File: src/rtl/ifetch_sram_if.sv
// ifetch_sram_if
//   Instruction-side bus master placed directly after ifetch. Each accepted
//   fetch PC becomes one SRAM-like read on the instruction bus. The returned
//   word is buffered and presented to decode as {pc, inst, adel} with a
//   valid/ready handshake. At most one bus request is outstanding. A flush
//   kills the buffered or in-flight fetch; a response that belongs to a
//   killed fetch is dropped when it arrives.
//
// Ports
//   clk, rst_n            clock, asynchronous active-low reset
//   pc_i, pc_valid_i      fetch request from ifetch
//   flush_i               redirect; pc_i carries the new target
//   inst_req, inst_addr   bus read request and word address
//   inst_addr_ok          address accepted by the bus
//   inst_data_ok          read data returned (inst_rdata)
//   inst_valid_o          presented instruction valid for decode
//   id_ready_i            decode consumes the presented instruction
//   inst_pc_o, inst_o     PC and word of the presented instruction
//   adel_o                misaligned PC; no bus access was made
//   fetch_stall_o         ifetch must hold its PC
module ifetch_sram_if #(
    parameter int KSEG_MAP = 1
) (
    input  logic        clk,
    input  logic        rst_n,
    input  logic [31:0] pc_i,
    input  logic        pc_valid_i,
    input  logic        flush_i,
    output logic        inst_req,
    output logic [31:0] inst_addr,
    input  logic        inst_addr_ok,
    input  logic        inst_data_ok,
    input  logic [31:0] inst_rdata,
    output logic        inst_valid_o,
    input  logic        id_ready_i,
    output logic [31:0] inst_pc_o,
    output logic [31:0] inst_o,
    output logic        adel_o,
    output logic        fetch_stall_o
);

    typedef enum logic [1:0] {
        IDLE,
        REQ,
        WAIT,
        FULL
    } state_t;

    state_t      state, state_n;
    logic [31:0] pc_r, pc_n;
    logic [31:0] addr_r, addr_n;
    logic [31:0] inst_r, inst_n;
    logic        adel_r, adel_n;
    logic        cancel, cancel_n;
    logic        pend_valid, pend_valid_n;
    logic [31:0] pend_pc, pend_pc_n;
    logic        launch;
    logic [31:0] launch_pc;

    // kseg0/kseg1 fold onto physical address 0; low two bits always cleared
    function automatic logic [31:0] map_addr(input logic [31:0] p);
        if ((KSEG_MAP != 0) && ((p[31:29] == 3'b100) || (p[31:29] == 3'b101)))
            return {3'b000, p[28:2], 2'b00};
        else
            return {p[31:2], 2'b00};
    endfunction

    assign inst_req      = (state == REQ);
    assign inst_addr     = addr_r;
    assign inst_valid_o  = (state == FULL);
    assign inst_pc_o     = pc_r;
    assign inst_o        = inst_r;
    assign adel_o        = adel_r;
    assign fetch_stall_o = ((state != IDLE) && !((state == FULL) && id_ready_i))
                           || cancel || pend_valid;

    always_comb begin
        state_n      = state;
        pc_n         = pc_r;
        addr_n       = addr_r;
        inst_n       = inst_r;
        adel_n       = adel_r;
        cancel_n     = cancel;
        pend_valid_n = pend_valid;
        pend_pc_n    = pend_pc;
        launch       = 1'b0;
        launch_pc    = pc_i;

        case (state)
            IDLE: begin
                if (pc_valid_i)
                    launch = 1'b1;
            end
            FULL: begin
                if (flush_i || id_ready_i) begin
                    state_n = IDLE;
                    if (pc_valid_i)
                        launch = 1'b1;
                end
            end
            REQ: begin
                // request cannot be withdrawn: keep driving the old address
                if (flush_i) begin
                    cancel_n = 1'b1;
                    if (pc_valid_i) begin
                        pend_valid_n = 1'b1;
                        pend_pc_n    = pc_i;
                    end
                end
                if (inst_addr_ok)
                    state_n = WAIT;
            end
            WAIT: begin
                if (inst_data_ok) begin
                    if (cancel || flush_i) begin
                        // killed response: drop it and start the redirect target;
                        // a flush in this very cycle supersedes any stored target
                        cancel_n     = 1'b0;
                        pend_valid_n = 1'b0;
                        state_n      = IDLE;
                        if (flush_i && pc_valid_i) begin
                            launch = 1'b1;
                        end else if (pend_valid) begin
                            launch    = 1'b1;
                            launch_pc = pend_pc;
                        end
                    end else begin
                        inst_n  = inst_rdata;
                        adel_n  = 1'b0;
                        state_n = FULL;
                    end
                end else if (flush_i) begin
                    cancel_n = 1'b1;
                    if (pc_valid_i) begin
                        pend_valid_n = 1'b1;
                        pend_pc_n    = pc_i;
                    end
                end
            end
            default: state_n = IDLE;
        endcase

        if (launch) begin
            pc_n = launch_pc;
            if (launch_pc[1:0] != 2'b00) begin
                adel_n  = 1'b1;
                inst_n  = '0;
                state_n = FULL;
            end else begin
                adel_n  = 1'b0;
                addr_n  = map_addr(launch_pc);
                state_n = REQ;
            end
        end
    end

    always_ff @(posedge clk or negedge rst_n) begin
        if (!rst_n) begin
            state      <= IDLE;
            pc_r       <= '0;
            addr_r     <= '0;
            inst_r     <= '0;
            adel_r     <= 1'b0;
            cancel     <= 1'b0;
            pend_valid <= 1'b0;
            pend_pc    <= '0;
        end else begin
            state      <= state_n;
            pc_r       <= pc_n;
            addr_r     <= addr_n;
            inst_r     <= inst_n;
            adel_r     <= adel_n;
            cancel     <= cancel_n;
            pend_valid <= pend_valid_n;
            pend_pc    <= pend_pc_n;
        end
    end

endmodule

File: config.mk
export PLATFORM = sky130hd
export DESIGN_NAME = ifetch_sram_if
export DESIGN_NICKNAME = d
export VERILOG_FILES = /design/src/rtl/ifetch_sram_if.sv
export SDC_FILE = /design/constraint.sdc
export NUM_CORES = 1
export LEC_CHECK = 0
export ABC_AREA = 1
export CAP_MARGIN = 20
export CORE_MARGIN = 2
export CORE_UTILIZATION = 44
export CTS_BUF_LIST = sky130_fd_sc_hd__clkbuf_8
export CTS_CLUSTER_SIZE = 14
export DETAILED_ROUTE_END_ITERATION = 10
export GPL_TIMING_DRIVEN = 0
export PLACE_DENSITY = 0.77
export RECOVER_POWER = 25
export SLEW_MARGIN = 30
export SYNTH_ARGS = -nofsm -noshare
export SYNTH_HDL_FRONTEND = slang
export SYNTH_SLANG_ARGS = --single-unit
export TNS_END_PERCENT = 10
File: constraint.sdc
create_clock -name clk -period 1.61 [get_ports clk]
set_input_delay 0.161 -clock clk [delete_from_list [all_inputs] [get_ports clk]]
set_output_delay 0.161 -clock clk [all_outputs]
set_load 0.005 [all_outputs]
==> results.md <==
Setup path:
- STA classifies the critical path startpoint as a register.
- The cell that appears most often on the critical path is nand2_1.
- STA classifies the critical path endpoint as a register.
- The combined buffer and inverter count along the critical path is 3.
- Broken down by cell family, the worst path's largest delay share belongs to simple AND/OR/NAND/NOR gates.
- In this design, the stage delay of the slowest critical-path cell is 0.43 ns.
- For the worst setup path, the data required time is 1.99 ns.
- The cell count of the worst reg-to-reg path is 12.
- The library cell contributing the largest single delay on the critical path is dfrtp_2.
- The critical setup path kind is register to register.
- Traced cell by cell, the critical path runs through inv_2 -> ha_4 -> nand2_4 -> nor2_8 -> nand2_1 -> nand3_2 -> nand2_4 -> nor2_4 -> buf_6 -> buf_6 -> nand2_1 -> nand2_1.
- The data arrival time of the critical path is 2.13 ns.
- The maximum fanout encountered on the critical timing path is 7.
- The total stage count of the critical path is 12.

STA:
- The clock arrives with 0.00871 ns of skew.
- The max-slew violation total from the final report was 0.
- The shortest period the worst path allows is 1.75 ns.
- Setup repair after global routing could not meet its margin everywhere.
- Once routing completed, OpenROAD measured the worst setup slack at -0.143 ns.
- Dividing the final minimum period by the clock period gives 1.09.
- The maximum clock frequency is 0.570 GHz.
- The final hold violation count is 0.
- The transition time at the pin with the least slew margin is 1.25 ns.
- The normalized max-slew margin is 0.166.
- Setup violations remaining at the end of the flow were counted as 110.

Run:
- The tool flagged a number of max-cap violations equal to 0.

Floorplan:
- The floorplan step set the die height to 119 um.
- The floorplan step defined a core boundary enclosing 12700 um^2.
- The initial utilization of the core area, before any placement, comes to 0.456.
- Measured along the x axis, the die boundary spans 119 um.
- The die covers 14100 um^2.
- The count of boundary I/O pins is 171.
- The floorplan has 41 rows.

Yosys:
- Sorting the synthesized cells by area gives the leading types as dfrtp_1 (57%), nand2_1 (17%), a22oi_1 (4.1%).
- The area fraction of the dominant cell type after synthesis is 0.566.
- The top flip-flop cell by instance count after synthesis is dfrtp_1.
- The average footprint of a synthesized cell is 8.54 um^2.
- The sequential-to-total area share from yosys stat is 0.566.
- Yosys mapped a number of flops with a built-in enable equal to 0.
- Synthesis inferred 131 register bits.
- The synthesized design spends more area on one cell type than any other, namely dfrtp_1.
- After synthesis the cells add up to 5800 um^2.
- The most used standard cell by instance count after synthesis is nand2_1.
- In the synthesized netlist, the cells that appear most often are nand2_1 (267), dfrtp_1 (131), inv_1 (43), nand3_1 (41), a22oi_1 (32).
- In the synthesized netlist the async set-or-reset flop fraction comes to 1.00.
- In this run, distinct cell masters in the synthesized netlist total 30.
- The number of cells produced by synthesis is 679.
- The warning count from the yosys run is 0.

Global route:
- The first global-routing pass estimated 26800 um of wire.
- The pin count of the biggest net entering global routing is 80.
- The initial antenna violation count is 0.
- The number of global-route vias before repair is 5222.
- Summed over all layers, the global routing overflow is 0.
- For this run, the total global-route usage over all layers was measured as 0.241.

Outcome:
- The checks that failed: negative setup slack.
- The run finished, with violations left.

Finish:
- Once layout is complete, the utilization of the core stands at 0.674.
- The area of all placed cells without fillers is 8580 um^2.
- In the final design database the tool counted 961 nets.
- The repair_antennas step left the layout with diodes totalling 0.
- The fill cell total of the finished layout is 1083.
- The fraction of final layout cells with drive strength greater than 1 is 0.136.
- Relative to the synthesized area, the layout overhead comes to 48.0%.

Route:
- The count of antenna-violating nets left after detailed routing is 0.
- The DRC marker count from the first detailed-route iteration is 447.
- The vias after detailed routing is 5339.
- Using the TritonRoute via totals, the vias-per-cell ratio works out to 4.99.
- The number of design rule violations left after detail routing is 0.
- The wire length on met3 is 1210 um.
- The wire length reported by the detailed router is 16400 um.
- The highest metal layer carrying signal wires in the routed design is met4.
- The first TritonRoute pass finished after 6 iterations.
- The routed design uses 7780 um of met2 wire.
- After detailed routing, the average wire length per cell comes to 15.4 um.
- The wire length the detailed router placed on met1 is 7200 um.

Power:
- In this run the static leakage power is 4.23 nW.
- The combinational share of power is 0.439.
- The internal portion of the total power is 9.78 mW.
- The share of total power dissipated in the clock network is 0.189.
- For this design the total switching power over the nets is 4.98 mW.
- IR analysis of the VDD net gives a maximum drop of 0.861 mV.
- The switching share of power is 0.337.
- Power spread over the standard cell area amounts to 1720 nW/um^2.
- The sequential power share is 0.372.

CTS:
- Clock-pin slew was measured on the worst setup and hold paths at 0.07 ns.
- The H-tree depth reported by CTS is 4.
- The TritonCTS clock tree is built.
- The tree is rooted in a clkbuf_8.
- Counting the buffers created by CTS gives 17.
- The number of clock sinks seen by CTS is 131.
- The clock passes through at most 2 buffers.
- The clock reaches the later pin of the worst-skew pair after 0.44 ns.

Place:
- Summed over all nets, the half-perimeter wirelength after detailed placement is 11100 um.
- At the end of routability-driven placement, the weighted congestion stood at 0.818.
- The instance area after placement is 7750 um^2.
- The count of input and output buffers is 168.

Worst hold path:
- The min-delay analysis places its worst path in the category input pin to register.
- The worst hold path was traced through 3 stages.
## worst register-to-register path: stages (launching register included)
cell and delay [ns]:
dfrtp_2 0.43, inv_2 0.08, ha_4 0.14, nand2_4 0.07, nor2_8 0.15, nand2_1 0.09, nand3_2 0.09, nand2_4 0.10
nor2_4 0.18, buf_6 0.14, buf_6 0.12, nand2_1 0.06, nand2_1 0.06
## layer usage
layer,GRT usage,vias to the layer above
met1,0.317,2522
met2,0.378,209
met4,0.0938,0
met3,0.0705,20
met5,0,-
li1,-,2588
## power groups by stage
stage / registers (mW) / clock network [mW] / logic, mW
CTS: 5.50 / 2.86 / 6.39
detailed placement: 5.51 / 0 / 5.91
finish: 5.49 / 2.79 / 6.48
global placement: 5.49 / 0 / 5.79
global route: 5.65 / 3.02 / 7.16
floorplan: 5.50 / 0 / 2.67
## worst paths after layout
path,from,endpoint,slack (ns)
worst max-delay path,state[0]$_DFFE_PN0P_,inst_addr[19]$_DFFE_PN0P_,-0.14
worst min-delay path,pc_i[30],pend_pc[30]$_DFFE_PN0P_,0.31
worst max register to register,state[0]$_DFFE_PN0P_,inst_addr[19]$_DFFE_PN0P_,-0.14
worst min register to register,inst_addr[14]$_DFFE_PN0P_,inst_addr[14]$_DFFE_PN0P_,0.47
max in group asynchronous,rst_n,state[0]$_DFFE_PN0P_,0.05
min in group asynchronous,rst_n,inst_o[22]$_DFF_PN0_,0.55
## layout by cell type (no fill, tap or decap), types with 4 or more instances in the layout
cell type / instances
nand3_1: 40
nand2_4: 5
o21ai_0: 10
buf_2: 11
nor2_1: 29
a22oi_1: 31
nand2_2: 8
a21oi_2: 6
a21oi_1: 25
nand2_1: 258
buf_4: 14
buf_6: 18
clkbuf_8: 26
buf_8: 4
o21ai_1: 27
clkbuf_1: 5
inv_1: 43
dfrtp_1: 129
clkdlybuf4s50_1: 164
## layout make-up
class	instances	area [um^2]	area share
Buffer	42	410	0.0478
Clock buffer	23	317	0.0369
Clock inverter	7	81.3	0.00948
Inverter	45	171	0.0200
Multi-Input combinational cell	462	2230	0.261
Sequential cell	131	3280	0.382
Tap cell	172	215	0.0251
Timing Repair Buffer	187	1870	0.218
## what timing repair did
action                                  in CTS  in global routing
hold buffers                                 1                  0
pin swaps                                   16                  7
endpoints found under the hold margin       52                  0
cloned                                       4                  0
gates resized for setup                     86                 20
buffers inserted                             9                  4
endpoints found under the setup margin     134                133
## metrics by stage
stage	hold WS, ns	setup WS, ns	setup TNS (ns)	total power, mW	instances
after floorplan	-0.135	-0.0357	-1.99	8.17	680
after global placement	0.455	-4.88	-697.96	11.3	1020
after detailed placement	0.109	-0.582	-62.19	11.4	1021
after CTS	0.223	-0.205	-15.82	14.7	1065
after global routing	0.293	-0.260	-32.58	15.8	1069
final	0.313	-0.143	-8.57	14.8	1069
## flip-flops by register name, indices dropped and copies added, names as in the netlist
signal	cells
pend_pc	32
inst_addr	30
inst_o	32
inst_pc_o	32
cancel	1
pend_valid	1
adel_o	1
state	2
## kinds of logic (layout without fill, tap and decap cells)
logic type	after synthesis	after routing	synth area share
compound gates	105	105	0.107
fa+ha+maj	4	4	0.00864
buf+inv	87	304	0.0706
flops	131	131	0.566
mux	1	1	0.00194
other cells	1	2	0.000647
simple gates	350	350	0.246
No activity file was read; power rests on OpenSTA's default activity.
